## src/rtl/axi_xbar_pkg.sv

```systemverilog
// Shared types and constants for the 1-master / 2-slave AXI4-Lite crossbar.
// Holds the target enum, response codes, FSM state types and default region map.
package axi_xbar_pkg;

    typedef enum logic [1:0] {TGT_S0, TGT_S1, TGT_ERR} xbar_tgt_t;

    typedef enum logic {RD_IDLE, RD_RESP} rd_state_t;

    typedef enum logic [1:0] {WR_IDLE, WR_DATA, WR_RESP} wr_state_t;

    typedef logic [1:0] axi_resp_t;

    localparam axi_resp_t RESP_OKAY   = 2'b00;
    localparam axi_resp_t RESP_DECERR = 2'b11;

    localparam logic [31:0] DEF_S0_BASE = 32'h8000_0000;
    localparam logic [31:0] DEF_S0_SIZE = 32'h0800_0000;
    localparam logic [31:0] DEF_S1_BASE = 32'ha000_0000;
    localparam logic [31:0] DEF_S1_SIZE = 32'h0000_1000;

    // Wrapping subtraction gives an exclusive upper bound without a 33-bit adder.
    function automatic logic in_region(input logic [31:0] addr,
                                       input logic [31:0] base,
                                       input logic [31:0] size);
        return (addr - base) < size;
    endfunction

endpackage

```

## src/rtl/axi_xbar_if.sv

```systemverilog
// AXI4-Lite bundle (32-bit address/data) with master and slave modports.
interface axi_if;
    import axi_xbar_pkg::*;

    logic [31:0] awaddr;
    logic        awvalid;
    logic        awready;
    logic [31:0] wdata;
    logic [3:0]  wstrb;
    logic        wvalid;
    logic        wready;
    axi_resp_t   bresp;
    logic        bvalid;
    logic        bready;
    logic [31:0] araddr;
    logic        arvalid;
    logic        arready;
    logic [31:0] rdata;
    axi_resp_t   rresp;
    logic        rvalid;
    logic        rready;

    modport master (
        output awaddr, awvalid, wdata, wstrb, wvalid, bready, araddr, arvalid, rready,
        input  awready, wready, bresp, bvalid, arready, rdata, rresp, rvalid
    );

    modport slave (
        input  awaddr, awvalid, wdata, wstrb, wvalid, bready, araddr, arvalid, rready,
        output awready, wready, bresp, bvalid, arready, rdata, rresp, rvalid
    );

endinterface

```

## src/rtl/axi_xbar_decode.sv

```systemverilog
// Combinational address-to-target decoder; s1 wins on overlap.
// Unmapped addresses yield TGT_ERR only when AXI_XBAR_DECERR_EN is defined, else TGT_S0.
module axi_xbar_decode
    import axi_xbar_pkg::*;
#(
    parameter logic [31:0] S0_BASE = DEF_S0_BASE,
    parameter logic [31:0] S0_SIZE = DEF_S0_SIZE,
    parameter logic [31:0] S1_BASE = DEF_S1_BASE,
    parameter logic [31:0] S1_SIZE = DEF_S1_SIZE
) (
    input  logic [31:0] addr,
    output xbar_tgt_t   tgt
);

    always_comb begin
        if (in_region(addr, S1_BASE, S1_SIZE)) begin
            tgt = TGT_S1;
        end else if (in_region(addr, S0_BASE, S0_SIZE)) begin
            tgt = TGT_S0;
        end else begin
`ifdef AXI_XBAR_DECERR_EN
            tgt = TGT_ERR;
`else
            tgt = TGT_S0;
`endif
        end
    end

endmodule

```

## src/rtl/axi_xbar.sv

```systemverilog
// AXI4-Lite 1x2 crossbar: independent read and write FSMs, combinational data paths.
// Define AXI_XBAR_DECERR_EN to answer unmapped addresses internally with DECERR.
module axi_xbar
    import axi_xbar_pkg::*;
#(
    parameter logic [31:0] S0_BASE = DEF_S0_BASE,
    parameter logic [31:0] S0_SIZE = DEF_S0_SIZE,
    parameter logic [31:0] S1_BASE = DEF_S1_BASE,
    parameter logic [31:0] S1_SIZE = DEF_S1_SIZE
) (
    input  logic  clk,
    input  logic  reset,
    axi_if.slave  m,
    axi_if.master s0,
    axi_if.master s1
);

    rd_state_t rd_state_reg;
    xbar_tgt_t rd_tgt_reg;
    wr_state_t wr_state_reg;
    xbar_tgt_t wr_tgt_reg;
    logic      w_done_reg;

    xbar_tgt_t ar_tgt;
    xbar_tgt_t aw_tgt;
    logic      ar_hs, r_hs, aw_hs, w_hs, b_hs;

    axi_xbar_decode #(
        .S0_BASE(S0_BASE), .S0_SIZE(S0_SIZE), .S1_BASE(S1_BASE), .S1_SIZE(S1_SIZE)
    ) u_ar_dec (
        .addr(m.araddr),
        .tgt (ar_tgt)
    );

    axi_xbar_decode #(
        .S0_BASE(S0_BASE), .S0_SIZE(S0_SIZE), .S1_BASE(S1_BASE), .S1_SIZE(S1_SIZE)
    ) u_aw_dec (
        .addr(m.awaddr),
        .tgt (aw_tgt)
    );

    assign ar_hs = m.arvalid && m.arready;
    assign r_hs  = m.rvalid  && m.rready;
    assign aw_hs = m.awvalid && m.awready;
    assign w_hs  = m.wvalid  && m.wready;
    assign b_hs  = m.bvalid  && m.bready;

    assign s0.araddr = m.araddr;
    assign s1.araddr = m.araddr;
    assign s0.awaddr = m.awaddr;
    assign s1.awaddr = m.awaddr;
    assign s0.wdata  = m.wdata;
    assign s1.wdata  = m.wdata;
    assign s0.wstrb  = m.wstrb;
    assign s1.wstrb  = m.wstrb;

    // Read channel steering; everything handshake-related is forced low during reset.
    always_comb begin
        s0.arvalid = 1'b0;
        s1.arvalid = 1'b0;
        s0.rready  = 1'b0;
        s1.rready  = 1'b0;
        m.arready  = 1'b0;
        m.rvalid   = 1'b0;
        m.rdata    = 32'h0;
        m.rresp    = RESP_OKAY;
        if (!reset) begin
            case (rd_state_reg)
                RD_IDLE: begin
                    case (ar_tgt)
                        TGT_S0: begin
                            s0.arvalid = m.arvalid;
                            m.arready  = s0.arready;
                        end
                        TGT_S1: begin
                            s1.arvalid = m.arvalid;
                            m.arready  = s1.arready;
                        end
`ifdef AXI_XBAR_DECERR_EN
                        TGT_ERR: m.arready = 1'b1;
`endif
                        default: ;
                    endcase
                end
                RD_RESP: begin
                    case (rd_tgt_reg)
                        TGT_S0: begin
                            m.rvalid  = s0.rvalid;
                            m.rdata   = s0.rdata;
                            m.rresp   = s0.rresp;
                            s0.rready = m.rready;
                        end
                        TGT_S1: begin
                            m.rvalid  = s1.rvalid;
                            m.rdata   = s1.rdata;
                            m.rresp   = s1.rresp;
                            s1.rready = m.rready;
                        end
`ifdef AXI_XBAR_DECERR_EN
                        TGT_ERR: begin
                            m.rvalid = 1'b1;
                            m.rresp  = RESP_DECERR;
                        end
`endif
                        default: ;
                    endcase
                end
                default: ;
            endcase
        end
    end

    always_ff @(posedge clk) begin
        if (reset) begin
            rd_state_reg <= RD_IDLE;
            rd_tgt_reg   <= TGT_S0;
        end else begin
            case (rd_state_reg)
                RD_IDLE: if (ar_hs) begin
                    rd_tgt_reg   <= ar_tgt;
                    rd_state_reg <= RD_RESP;
                end
                RD_RESP: if (r_hs) rd_state_reg <= RD_IDLE;
                default: rd_state_reg <= RD_IDLE;
            endcase
        end
    end

    // Write channel steering. W is held off until AW is presented; w_done_reg
    // remembers a W that a slave accepted before its AW.
    always_comb begin
        s0.awvalid = 1'b0;
        s1.awvalid = 1'b0;
        s0.wvalid  = 1'b0;
        s1.wvalid  = 1'b0;
        s0.bready  = 1'b0;
        s1.bready  = 1'b0;
        m.awready  = 1'b0;
        m.wready   = 1'b0;
        m.bvalid   = 1'b0;
        m.bresp    = RESP_OKAY;
        if (!reset) begin
            case (wr_state_reg)
                WR_IDLE: begin
                    case (aw_tgt)
                        TGT_S0: begin
                            s0.awvalid = m.awvalid;
                            m.awready  = s0.awready;
                            s0.wvalid  = m.wvalid && m.awvalid && !w_done_reg;
                            m.wready   = s0.wready && m.awvalid && !w_done_reg;
                        end
                        TGT_S1: begin
                            s1.awvalid = m.awvalid;
                            m.awready  = s1.awready;
                            s1.wvalid  = m.wvalid && m.awvalid && !w_done_reg;
                            m.wready   = s1.wready && m.awvalid && !w_done_reg;
                        end
`ifdef AXI_XBAR_DECERR_EN
                        TGT_ERR: begin
                            m.awready = 1'b1;
                            m.wready  = m.awvalid && !w_done_reg;
                        end
`endif
                        default: ;
                    endcase
                end
                WR_DATA: begin
                    case (wr_tgt_reg)
                        TGT_S0: begin
                            s0.wvalid = m.wvalid;
                            m.wready  = s0.wready;
                        end
                        TGT_S1: begin
                            s1.wvalid = m.wvalid;
                            m.wready  = s1.wready;
                        end
`ifdef AXI_XBAR_DECERR_EN
                        TGT_ERR: m.wready = 1'b1;
`endif
                        default: ;
                    endcase
                end
                WR_RESP: begin
                    case (wr_tgt_reg)
                        TGT_S0: begin
                            m.bvalid  = s0.bvalid;
                            m.bresp   = s0.bresp;
                            s0.bready = m.bready;
                        end
                        TGT_S1: begin
                            m.bvalid  = s1.bvalid;
                            m.bresp   = s1.bresp;
                            s1.bready = m.bready;
                        end
`ifdef AXI_XBAR_DECERR_EN
                        TGT_ERR: begin
                            m.bvalid = 1'b1;
                            m.bresp  = RESP_DECERR;
                        end
`endif
                        default: ;
                    endcase
                end
                default: ;
            endcase
        end
    end

    always_ff @(posedge clk) begin
        if (reset) begin
            wr_state_reg <= WR_IDLE;
            wr_tgt_reg   <= TGT_S0;
            w_done_reg   <= 1'b0;
        end else begin
            case (wr_state_reg)
                WR_IDLE: begin
                    if (aw_hs) begin
                        wr_tgt_reg   <= aw_tgt;
                        w_done_reg   <= 1'b0;
                        wr_state_reg <= (w_hs || w_done_reg) ? WR_RESP : WR_DATA;
                    end else if (w_hs) begin
                        w_done_reg <= 1'b1;
                    end
                end
                WR_DATA: if (w_hs) wr_state_reg <= WR_RESP;
                WR_RESP: if (b_hs) wr_state_reg <= WR_IDLE;
                default: wr_state_reg <= WR_IDLE;
            endcase
        end
    end

endmodule

```

## src/flat_wrapper.sv

```systemverilog
// flat-port wrapper written by rule: the top's interface ports become plain ports
module axi_xbar_flat import axi_xbar_pkg::*;
#(
    parameter logic [31:0] S0_BASE = DEF_S0_BASE,
    parameter logic [31:0] S0_SIZE = DEF_S0_SIZE,
    parameter logic [31:0] S1_BASE = DEF_S1_BASE,
    parameter logic [31:0] S1_SIZE = DEF_S1_SIZE
)
  (clk, reset, m_awaddr, m_awvalid, m_wdata, m_wstrb, m_wvalid, m_bready, m_araddr, m_arvalid, m_rready, m_awready, m_wready, m_bresp, m_bvalid, m_arready, m_rdata, m_rresp, m_rvalid, s0_awaddr, s0_awvalid, s0_wdata, s0_wstrb, s0_wvalid, s0_bready, s0_araddr, s0_arvalid, s0_rready, s0_awready, s0_wready, s0_bresp, s0_bvalid, s0_arready, s0_rdata, s0_rresp, s0_rvalid, s1_awaddr, s1_awvalid, s1_wdata, s1_wstrb, s1_wvalid, s1_bready, s1_araddr, s1_arvalid, s1_rready, s1_awready, s1_wready, s1_bresp, s1_bvalid, s1_arready, s1_rdata, s1_rresp, s1_rvalid);
  axi_if m_i ();
  axi_if s0_i ();
  axi_if s1_i ();
  input  logic clk;
  input  logic reset;
  input wire logic [$bits(m_i.awaddr)-1:0] m_awaddr;
  input wire logic [$bits(m_i.awvalid)-1:0] m_awvalid;
  input wire logic [$bits(m_i.wdata)-1:0] m_wdata;
  input wire logic [$bits(m_i.wstrb)-1:0] m_wstrb;
  input wire logic [$bits(m_i.wvalid)-1:0] m_wvalid;
  input wire logic [$bits(m_i.bready)-1:0] m_bready;
  input wire logic [$bits(m_i.araddr)-1:0] m_araddr;
  input wire logic [$bits(m_i.arvalid)-1:0] m_arvalid;
  input wire logic [$bits(m_i.rready)-1:0] m_rready;
  output wire logic [$bits(m_i.awready)-1:0] m_awready;
  output wire logic [$bits(m_i.wready)-1:0] m_wready;
  output wire logic [$bits(m_i.bresp)-1:0] m_bresp;
  output wire logic [$bits(m_i.bvalid)-1:0] m_bvalid;
  output wire logic [$bits(m_i.arready)-1:0] m_arready;
  output wire logic [$bits(m_i.rdata)-1:0] m_rdata;
  output wire logic [$bits(m_i.rresp)-1:0] m_rresp;
  output wire logic [$bits(m_i.rvalid)-1:0] m_rvalid;
  output wire logic [$bits(s0_i.awaddr)-1:0] s0_awaddr;
  output wire logic [$bits(s0_i.awvalid)-1:0] s0_awvalid;
  output wire logic [$bits(s0_i.wdata)-1:0] s0_wdata;
  output wire logic [$bits(s0_i.wstrb)-1:0] s0_wstrb;
  output wire logic [$bits(s0_i.wvalid)-1:0] s0_wvalid;
  output wire logic [$bits(s0_i.bready)-1:0] s0_bready;
  output wire logic [$bits(s0_i.araddr)-1:0] s0_araddr;
  output wire logic [$bits(s0_i.arvalid)-1:0] s0_arvalid;
  output wire logic [$bits(s0_i.rready)-1:0] s0_rready;
  input wire logic [$bits(s0_i.awready)-1:0] s0_awready;
  input wire logic [$bits(s0_i.wready)-1:0] s0_wready;
  input wire logic [$bits(s0_i.bresp)-1:0] s0_bresp;
  input wire logic [$bits(s0_i.bvalid)-1:0] s0_bvalid;
  input wire logic [$bits(s0_i.arready)-1:0] s0_arready;
  input wire logic [$bits(s0_i.rdata)-1:0] s0_rdata;
  input wire logic [$bits(s0_i.rresp)-1:0] s0_rresp;
  input wire logic [$bits(s0_i.rvalid)-1:0] s0_rvalid;
  output wire logic [$bits(s1_i.awaddr)-1:0] s1_awaddr;
  output wire logic [$bits(s1_i.awvalid)-1:0] s1_awvalid;
  output wire logic [$bits(s1_i.wdata)-1:0] s1_wdata;
  output wire logic [$bits(s1_i.wstrb)-1:0] s1_wstrb;
  output wire logic [$bits(s1_i.wvalid)-1:0] s1_wvalid;
  output wire logic [$bits(s1_i.bready)-1:0] s1_bready;
  output wire logic [$bits(s1_i.araddr)-1:0] s1_araddr;
  output wire logic [$bits(s1_i.arvalid)-1:0] s1_arvalid;
  output wire logic [$bits(s1_i.rready)-1:0] s1_rready;
  input wire logic [$bits(s1_i.awready)-1:0] s1_awready;
  input wire logic [$bits(s1_i.wready)-1:0] s1_wready;
  input wire logic [$bits(s1_i.bresp)-1:0] s1_bresp;
  input wire logic [$bits(s1_i.bvalid)-1:0] s1_bvalid;
  input wire logic [$bits(s1_i.arready)-1:0] s1_arready;
  input wire logic [$bits(s1_i.rdata)-1:0] s1_rdata;
  input wire logic [$bits(s1_i.rresp)-1:0] s1_rresp;
  input wire logic [$bits(s1_i.rvalid)-1:0] s1_rvalid;
  assign m_i.awaddr = m_awaddr;
  assign m_i.awvalid = m_awvalid;
  assign m_i.wdata = m_wdata;
  assign m_i.wstrb = m_wstrb;
  assign m_i.wvalid = m_wvalid;
  assign m_i.bready = m_bready;
  assign m_i.araddr = m_araddr;
  assign m_i.arvalid = m_arvalid;
  assign m_i.rready = m_rready;
  assign m_awready = m_i.awready;
  assign m_wready = m_i.wready;
  assign m_bresp = m_i.bresp;
  assign m_bvalid = m_i.bvalid;
  assign m_arready = m_i.arready;
  assign m_rdata = m_i.rdata;
  assign m_rresp = m_i.rresp;
  assign m_rvalid = m_i.rvalid;
  assign s0_awaddr = s0_i.awaddr;
  assign s0_awvalid = s0_i.awvalid;
  assign s0_wdata = s0_i.wdata;
  assign s0_wstrb = s0_i.wstrb;
  assign s0_wvalid = s0_i.wvalid;
  assign s0_bready = s0_i.bready;
  assign s0_araddr = s0_i.araddr;
  assign s0_arvalid = s0_i.arvalid;
  assign s0_rready = s0_i.rready;
  assign s0_i.awready = s0_awready;
  assign s0_i.wready = s0_wready;
  assign s0_i.bresp = s0_bresp;
  assign s0_i.bvalid = s0_bvalid;
  assign s0_i.arready = s0_arready;
  assign s0_i.rdata = s0_rdata;
  assign s0_i.rresp = s0_rresp;
  assign s0_i.rvalid = s0_rvalid;
  assign s1_awaddr = s1_i.awaddr;
  assign s1_awvalid = s1_i.awvalid;
  assign s1_wdata = s1_i.wdata;
  assign s1_wstrb = s1_i.wstrb;
  assign s1_wvalid = s1_i.wvalid;
  assign s1_bready = s1_i.bready;
  assign s1_araddr = s1_i.araddr;
  assign s1_arvalid = s1_i.arvalid;
  assign s1_rready = s1_i.rready;
  assign s1_i.awready = s1_awready;
  assign s1_i.wready = s1_wready;
  assign s1_i.bresp = s1_bresp;
  assign s1_i.bvalid = s1_bvalid;
  assign s1_i.arready = s1_arready;
  assign s1_i.rdata = s1_rdata;
  assign s1_i.rresp = s1_rresp;
  assign s1_i.rvalid = s1_rvalid;
  axi_xbar #(.S0_BASE(S0_BASE), .S0_SIZE(S0_SIZE), .S1_BASE(S1_BASE), .S1_SIZE(S1_SIZE)) u_core (.clk(clk), .reset(reset), .m(m_i), .s0(s0_i), .s1(s1_i));
endmodule
```

## config.mk

```make
export PLATFORM = sky130hd
export DESIGN_NAME = axi_xbar_flat
export DESIGN_NICKNAME = d
export VERILOG_FILES = /design/src/rtl/axi_xbar_pkg.sv /design/src/rtl/axi_xbar_if.sv /design/src/rtl/axi_xbar_decode.sv /design/src/rtl/axi_xbar.sv /design/src/flat_wrapper.sv
export SDC_FILE = /design/constraint.sdc
export NUM_CORES = 1
export LEC_CHECK = 0
export CORE_AREA = 5 5 167 169
export CTS_BUF_LIST = sky130_fd_sc_hd__clkbuf_2
export DETAILED_ROUTE_END_ITERATION = 8
export DIE_AREA = 0 0 172 174
export GPL_TIMING_DRIVEN = 0
export PLACE_DENSITY = 0.53
export SLEW_MARGIN = 30
export SYNTH_ARGS = -nofsm -noshare
export SYNTH_HDL_FRONTEND = slang
export SYNTH_SLANG_ARGS = --single-unit
```

## constraint.sdc

```tcl
create_clock -name clk -period 4.7 [get_ports clk]
set_clock_uncertainty 0.15 [all_clocks]
set_input_delay 0.94 -clock clk [delete_from_list [all_inputs] [get_ports clk]]
set_output_delay 0.94 -clock clk [all_outputs]
set_load 0.02 [all_outputs]
```

### Word-level counts from Yosys, hierarchy flattened

Index checks and enable logic that the tools add are counted.

| storage, ports and cells | value |
|---|---|
| input port bits | 189 |
| output and inout port bits | 251 |
| flip-flop bits (word level) | 8 |
| logic and storage cells | 111 |

| operators by class | value |
|---|---|
| bitwise logic cells | 1 |
| eq/ne operators | 9 |
| reduce and logical (&&, ||, !) cells | 23 |
| add/subtract/negate cells | 2 |
| mux-type cells | 69 |
| magnitude comparators | 2 |

Operator list:

| cell | number |
|---|---|
| $lt A32 B13 Y1 const B | 2 |
| $mux W32 | 2 |
| $pmux W32 S2 | 1 |
| $sub A32 B32 Y32 const B | 2 |
| $mux W1 | 45 |
| $pmux W1 S2 | 10 |
| $mux W2 | 8 |
| $logic_and A1 B1 Y1 | 11 |
| $logic_not A2 Y1 | 5 |
| $pmux W2 S2 | 2 |
| $eq A2 B1 Y1 const B | 3 |
| $ne A2 B1 Y1 const B | 3 |
| $pmux W2 S3 | 1 |
| $reduce_and A2 Y1 | 3 |
| $reduce_and A3 Y1 | 1 |
| $eq A1 B1 Y1 const B | 2 |
| $eq A2 B2 Y1 const B | 1 |
| $reduce_bool A2 Y1 | 1 |
| $logic_not A1 Y1 | 1 |
| $logic_or A1 B1 Y1 | 1 |
| $not A1 Y1 | 1 |

### Logic depth before layout (Yosys ltp)

| depth | value |
|---|---|
| depth after elaboration | 12 |
| mapped depth | 7 |
| mapped depth without buffers | 7 |

### Modules after synthesis

Synthesis repeated with hierarchy kept, for this count alone.

| unflattened totals | value |
|---|---|
| cells, all modules | 385 |
| area total of the unflattened synthesis | 2866.5 um^2 |

Modules (own cells, without submodules):

| module | sequential area each (um^2) | cells an instance | area an instance (um^2) | instances |
|---|---|---|---|---|
| axi_xbar | 160.2 | 355 | 2653.8 | 1 |
| axi_xbar_decode | 0.0 | 15 | 106.4 | 2 |

### Worst setup path after synthesis

No wires, ideal clock.

| timing | value |
|---|---|
| kind | input to output |
| start point | input port m_awaddr[29] |
| end point | output port s1_wvalid |
| stages | 7 |
| path slack | 1.173 ns |
| data required time | 3.610 ns |
| arrival time | 2.437 ns |
| path buffers | 0 |
| path through | inv_1 > ha_1 > and3b_2 > and4_4 > nand2_2 > or3_1 > a211oi_2 |

| between the ends | value |
|---|---|
| cells in the longest elaborated chain, start to end | 7 |

Ends and longest elaborated chain:

| element | RTL line | RTL |
|---|---|---|
| from (decl) | flat_wrapper.sv:15 | `input wire logic [$bits(m_i.awaddr)-1:0] m_awaddr;` |
| $sub A32 B32 Y32 | axi_xbar_pkg.sv:25 | `return (addr - base) < size;` |
| $lt A32 B13 Y1 | axi_xbar_pkg.sv:25 |  |
| $mux W1 | axi_xbar_decode.sv:16 | `if (in_region(addr, S1_BASE, S1_SIZE)) begin` |
| $eq A1 B1 Y1 | axi_xbar.sv:145 | `case (aw_tgt)` |
| $mux W1 | axi_xbar.sv:145 |  |
| $pmux W1 S2 | axi_xbar.sv:143 | `case (wr_state_reg)` |
| $mux W1 | axi_xbar.sv:142 | `if (!reset) begin` |
| to (decl) | flat_wrapper.sv:53 | `output wire logic [$bits(s1_i.wvalid)-1:0] s1_wvalid;` |

Every way passes these cells.

### Worst setup path in the final report

| timing | value |
|---|---|
| start point | input port m_awaddr[29] |
| end point | output port m_wready |

| between the ends | value |
|---|---|
| cells in the longest elaborated chain, start to end | 7 |
| elaborated cells on any way between the ends | 8 |
| those cells by class | 1 x add/sub; 1 x order compare; 1 x eq/ne; 4 x mux; 1 x reduce/logical |

Ends and longest elaborated chain:

| element | RTL line | RTL |
|---|---|---|
| $sub A32 B32 Y32 * | axi_xbar_pkg.sv:25 |  |
| $lt A32 B13 Y1 * | axi_xbar_pkg.sv:25 |  |
| $mux W1 * | axi_xbar_decode.sv:16 |  |
| $eq A1 B1 Y1 / $logic_not A2 Y1 (equally long branches) | axi_xbar.sv:145 |  |
| $pmux W1 S2 * | axi_xbar.sv:145 |  |
| $pmux W1 S2 * | axi_xbar.sv:143 |  |
| $mux W1 * | axi_xbar.sv:142 |  |
| to (decl) | flat_wrapper.sv:25 | `output wire logic [$bits(m_i.wready)-1:0] m_wready;` |

Every way passes the cells marked *; elsewhere a longest branch is shown, timed or not.

==> impl_metrics.xml <==
<?xml version="1.0" encoding="UTF-8"?>
<metrics>
  <group name="outcome">
    <metric name="run_status" unit="">finished clean</metric>
  </group>
  <group name="final_layout">
    <metric name="fillerInstances" unit="">2888</metric>
    <metric name="mostFrequentLayoutCell" unit="">clkdlybuf4s50_1</metric>
    <metric name="flip_flop_count_of_the_largest_register_after_layout" unit="">2</metric>
    <metric name="top_library_cells_by_usage_in_the_layout_fill_and_taps_aside" unit="">clkdlybuf4s50_1 (376), buf_4 (201), nor2_1 (46)</metric>
    <metric name="area_used_by_multi_input_combinational_logic" unit="sq um">1100</metric>
    <metric name="syn2layout_area_growth" unit="%">150</metric>
    <metric name="finalInstanceArea" unit="sq um">7050</metric>
    <metric name="final-seq-area" unit="sq um">120</metric>
    <metric name="design.final.nets" unit="">962</metric>
    <metric name="layout-drive-gt1-share" unit="%">28.9</metric>
  </group>
  <group name="pwr">
    <metric name="clockPowerShare" unit="%">6.1</metric>
    <metric name="p_comb_share" unit="%">86.7</metric>
    <metric name="p_leak" unit="nW">2.91</metric>
    <metric name="cell_internal_pwr" unit="W">0.000465</metric>
    <metric name="power.switching_fraction" unit="%">39.6</metric>
    <metric name="powerDensity" unit="nW/um^2">109</metric>
    <metric name="finalPower" unit="W">0.000770</metric>
    <metric name="seq_power_share" unit="%">7.2</metric>
    <metric name="irDropWorstVdd" unit="mV">0.0339</metric>
    <metric name="p_sw" unit="W">0.000304</metric>
  </group>
  <group name="clock_tree">
    <metric name="cts_tree" unit="">done</metric>
    <metric name="htreeDepth" unit="">1</metric>
    <metric name="clkSinkCount" unit="">6</metric>
    <metric name="cts-buffers-inserted" unit="">3</metric>
    <metric name="clock_insertion_delay_worst_skew" unit="ns">0.26</metric>
    <metric name="cts.hold.buffers_added" unit="">0</metric>
    <metric name="clk_pin_slew_worst_paths" unit="ns">0.12</metric>
    <metric name="clk_root_buffer_cell" unit="">clkbuf_2</metric>
    <metric name="clock_path_buffers" unit="">2</metric>
  </group>
  <group name="place">
    <metric name="place.gp.congestion" unit="">0.756</metric>
    <metric name="place.detailed.hpwl" unit="microns">14100</metric>
    <metric name="dpl_worst_slack" unit="ns">0.0185</metric>
    <metric name="io_buffers" unit="">378</metric>
    <metric name="placedInstanceArea" unit="sq um">7020</metric>
  </group>
  <group name="setup_path">
    <metric name="cp-end-kind" unit="">output pin</metric>
    <metric name="timing.critical_path.slowest_stage_cell" unit="">clkdlybuf4s50_1</metric>
    <metric name="critical_path_required" unit="ns">3.61</metric>
    <metric name="critPathCapture" unit="">m_wready</metric>
    <metric name="worst-r2r-cell-count" unit="">6</metric>
    <metric name="worstReg2RegStart" unit="">u_core.wr_state_reg[1]</metric>
    <metric name="rr_endpoint" unit="">u_core.w_done_reg</metric>
    <metric name="critPathArrivalTime" unit="ns">3.38</metric>
    <metric name="worstPathCellList" unit="">clkdlybuf4s50_1 -&gt; inv_1 -&gt; ha_1 -&gt; and3b_2 -&gt; nand4_1 -&gt; nor3_2 -&gt; nor3_1 -&gt; nor2_1 -&gt; clkdlybuf4s50_1</metric>
    <metric name="cp_startpoint_kind" unit="">primary input</metric>
    <metric name="setup.worst_path.start" unit="">m_awaddr[29]</metric>
    <metric name="timing.reg2reg.setup_slack" unit="ns">2.82</metric>
    <metric name="timing.setup.critical_path_class" unit="">primary input to output pin</metric>
    <metric name="critical_path.max_fanout" unit="">4</metric>
    <metric name="cpPeakStageDelay" unit="ns">0.64</metric>
    <metric name="critical-path-top-cell-by-count" unit="">clkdlybuf4s50_1</metric>
  </group>
  <group name="grt">
    <metric name="grt.total_usage" unit="%">9.25</metric>
    <metric name="initial_antenna_violation_count" unit="">1</metric>
    <metric name="number_of_global_route_vias_before_repair" unit="">3812</metric>
    <metric name="grt_max_degree" unit="">11</metric>
    <metric name="global_route_wire_length_before_repair" unit="microns">22000</metric>
    <metric name="grt_remaining_overflow" unit="">0</metric>
  </group>
  <group name="route">
    <metric name="vias" unit="">3639</metric>
    <metric name="drt-initial-drc-count" unit="">84</metric>
    <metric name="detail-route-antenna-nets" unit="">0</metric>
    <metric name="post-route-drc-count" unit="">0</metric>
    <metric name="drt_first_pass_iters" unit="">4</metric>
    <metric name="wire_length_after_detailed_routing" unit="microns">15300</metric>
    <metric name="detail_route.vias_per_cell" unit="">3.28</metric>
    <metric name="detail_route.wl_per_cell" unit="microns">13.7</metric>
  </group>
  <group name="logic_synthesis">
    <metric name="syn_inst" unit="">388</metric>
    <metric name="post_synth_instance_area" unit="sq um">2810</metric>
    <metric name="avgSynthCellArea" unit="sq um">7.25</metric>
    <metric name="yosysSeqAreaShare" unit="%">4.27</metric>
    <metric name="synth_nets" unit="">579</metric>
    <metric name="yosysUniqueCellTypes" unit="">42</metric>
    <metric name="yosys_warnings" unit="">0</metric>
    <metric name="ys_ff_latch" unit="">6</metric>
  </group>
  <group name="floorplanning">
    <metric name="starting_density" unit="%">10.6</metric>
    <metric name="io_pins" unit="">440</metric>
    <metric name="rows" unit="">60</metric>
    <metric name="floorplan.die.height" unit="microns">174</metric>
    <metric name="design.die.area" unit="sq um">29900</metric>
    <metric name="core-area" unit="sq um">26400</metric>
    <metric name="die-width" unit="microns">172</metric>
  </group>
  <group name="sta">
    <metric name="tns" unit="ns">0</metric>
    <metric name="finalSetupViolCount" unit="">0</metric>
    <metric name="clock.fmax" unit="GHz">0.224</metric>
    <metric name="finalMaxSlewViolations" unit="">0</metric>
    <metric name="timing.final.ws_setup" unit="ns">0.227</metric>
    <metric name="finalWorstPathRequiredPeriod" unit="ns">4.47</metric>
    <metric name="finalHoldViolCount" unit="">0</metric>
    <metric name="setup_repair_after_global_routing_missed_its_margin" unit="">false</metric>
    <metric name="slew-limit-headroom" unit="%">53.8</metric>
    <metric name="layout_worst_path_cycle_share" unit="%">95.2</metric>
    <metric name="tightest_slew" unit="ns">0.694</metric>
  </group>
  <group name="min_path">
    <metric name="worst_hold_path_type" unit="">flop to flop</metric>
  </group>
  <group name="run">
    <metric name="max-cap-violations" unit="">0</metric>
  </group>
</metrics>
[critical path: cells and delay by family]
family,cells,cell delay (ns)
simple gates,5,0.97
fa+ha+maj,1,0.26
buf+inv,3,1.22
[per-stage QoR]
step	std cells	hold slack, ns	utilization, %
2_1_floorplan	388	0.347	-
3_3_place_gp	1107	0.369	26.6
3_5_place_dp	1107	0.379	26.6
4_1_cts	1110	0.408	26.6
5_1_grt	1111	0.440	26.7
6_report	1111	0.417	26.7
[synth_stat cells, drive strengths merged]
cell type | number | area (sq um)
a211oi | 1 | 12.5
a21o | 1 | 7.51
a21oi | 5 | 25.0
a221oi | 2 | 23.8
a22oi | 1 | 7.51
a2bb2oi | 1 | 8.76
a311oi | 1 | 8.76
and2 | 2 | 15.0
and3 | 3 | 20.0
and3b | 1 | 10.0
and4 | 1 | 11.3
buf | 207 | 1540
clkbuf | 4 | 15.0
dfxtp | 6 | 120
ha | 2 | 25.0
inv | 10 | 37.5
mux2i | 40 | 400
nand2 | 14 | 55.1
nand3 | 1 | 5.00
nand4 | 2 | 12.5
nor2 | 46 | 173
nor2b | 1 | 6.26
nor3 | 12 | 65.1
nor3b | 1 | 7.51
nor4 | 8 | 80.1
nor4b | 3 | 32.5
o211a | 1 | 10.0
o211ai | 1 | 7.51
o21ai | 3 | 15.0
o21bai | 1 | 7.51
o311ai | 1 | 8.76
o31ai | 1 | 7.51
or3 | 1 | 6.26
or3b | 1 | 8.76
xor2 | 2 | 17.5
[per-layer routing]
metal | global-route usage, % | share of wire (%) | up-vias
met2 | 17.5 | 53 | 200
li1 | - | - | 1840
met3 | 2.14 | 9.5 | 2
met5 | 0 | 0 | -
met4 | 1.15 | 0.33 | 0
met1 | 10.7 | 37 | 1597
[power groups by stage]
stage / Clock (W) / Sequential (W) / Combinational (W)
floorplan: 0 / 0.0000563 / 0.000330
global placement: 0 / 0.0000565 / 0.000672
detailed placement: 0 / 0.0000566 / 0.000673
CTS: 0.0000541 / 0.0000554 / 0.000676
global route: 0.0000551 / 0.0000559 / 0.000707
finish: 0.0000471 / 0.0000555 / 0.000667
[how the worst min path moves through the flow]
| stage | startpoint | endpoint | slack [ns] | cells after the start |
|---|---|---|---|---|
| floorplan | u_core.rd_state_reg | u_core.rd_state_reg | 0.35 | 2 |
| global placement | u_core.rd_state_reg | u_core.rd_state_reg | 0.37 | 2 |
| detailed placement | u_core.rd_state_reg | u_core.rd_state_reg | 0.38 | 2 |
| CTS | u_core.rd_state_reg | u_core.rd_state_reg | 0.41 | 2 |
| global route | u_core.rd_state_reg | u_core.rd_state_reg | 0.44 | 2 |
| finish | u_core.rd_state_reg | u_core.rd_state_reg | 0.42 | 2 |
[timing repair]
item                                    in CTS  in global routing
endpoints found under the setup margin       0                  2
gates resized for setup                      0                  2
setup buffers                                0                  0
[area by class of cell]
type	count	share of cell area, %
repair buffers	378	53.8
plain buffers	211	22.1
multi-input cells	161	15.6
well taps	341	6.06
flip-flops and latches	6	1.70
inverters	10	0.533
clock buffers	3	0.213
diodes	1	0.0355
[cells by family after synthesis]
kind of cell / synth area share [%]
and+or+nand+nor: 18.1
DFF: 4.27
xor gates and xnor gates: 0.623
buffers and inverters: 56.6
adders and majority gates: 0.890
muxes: 14.2
AOI/OAI and AO/OA: 5.34
Power figures use the tool's default switching activity.
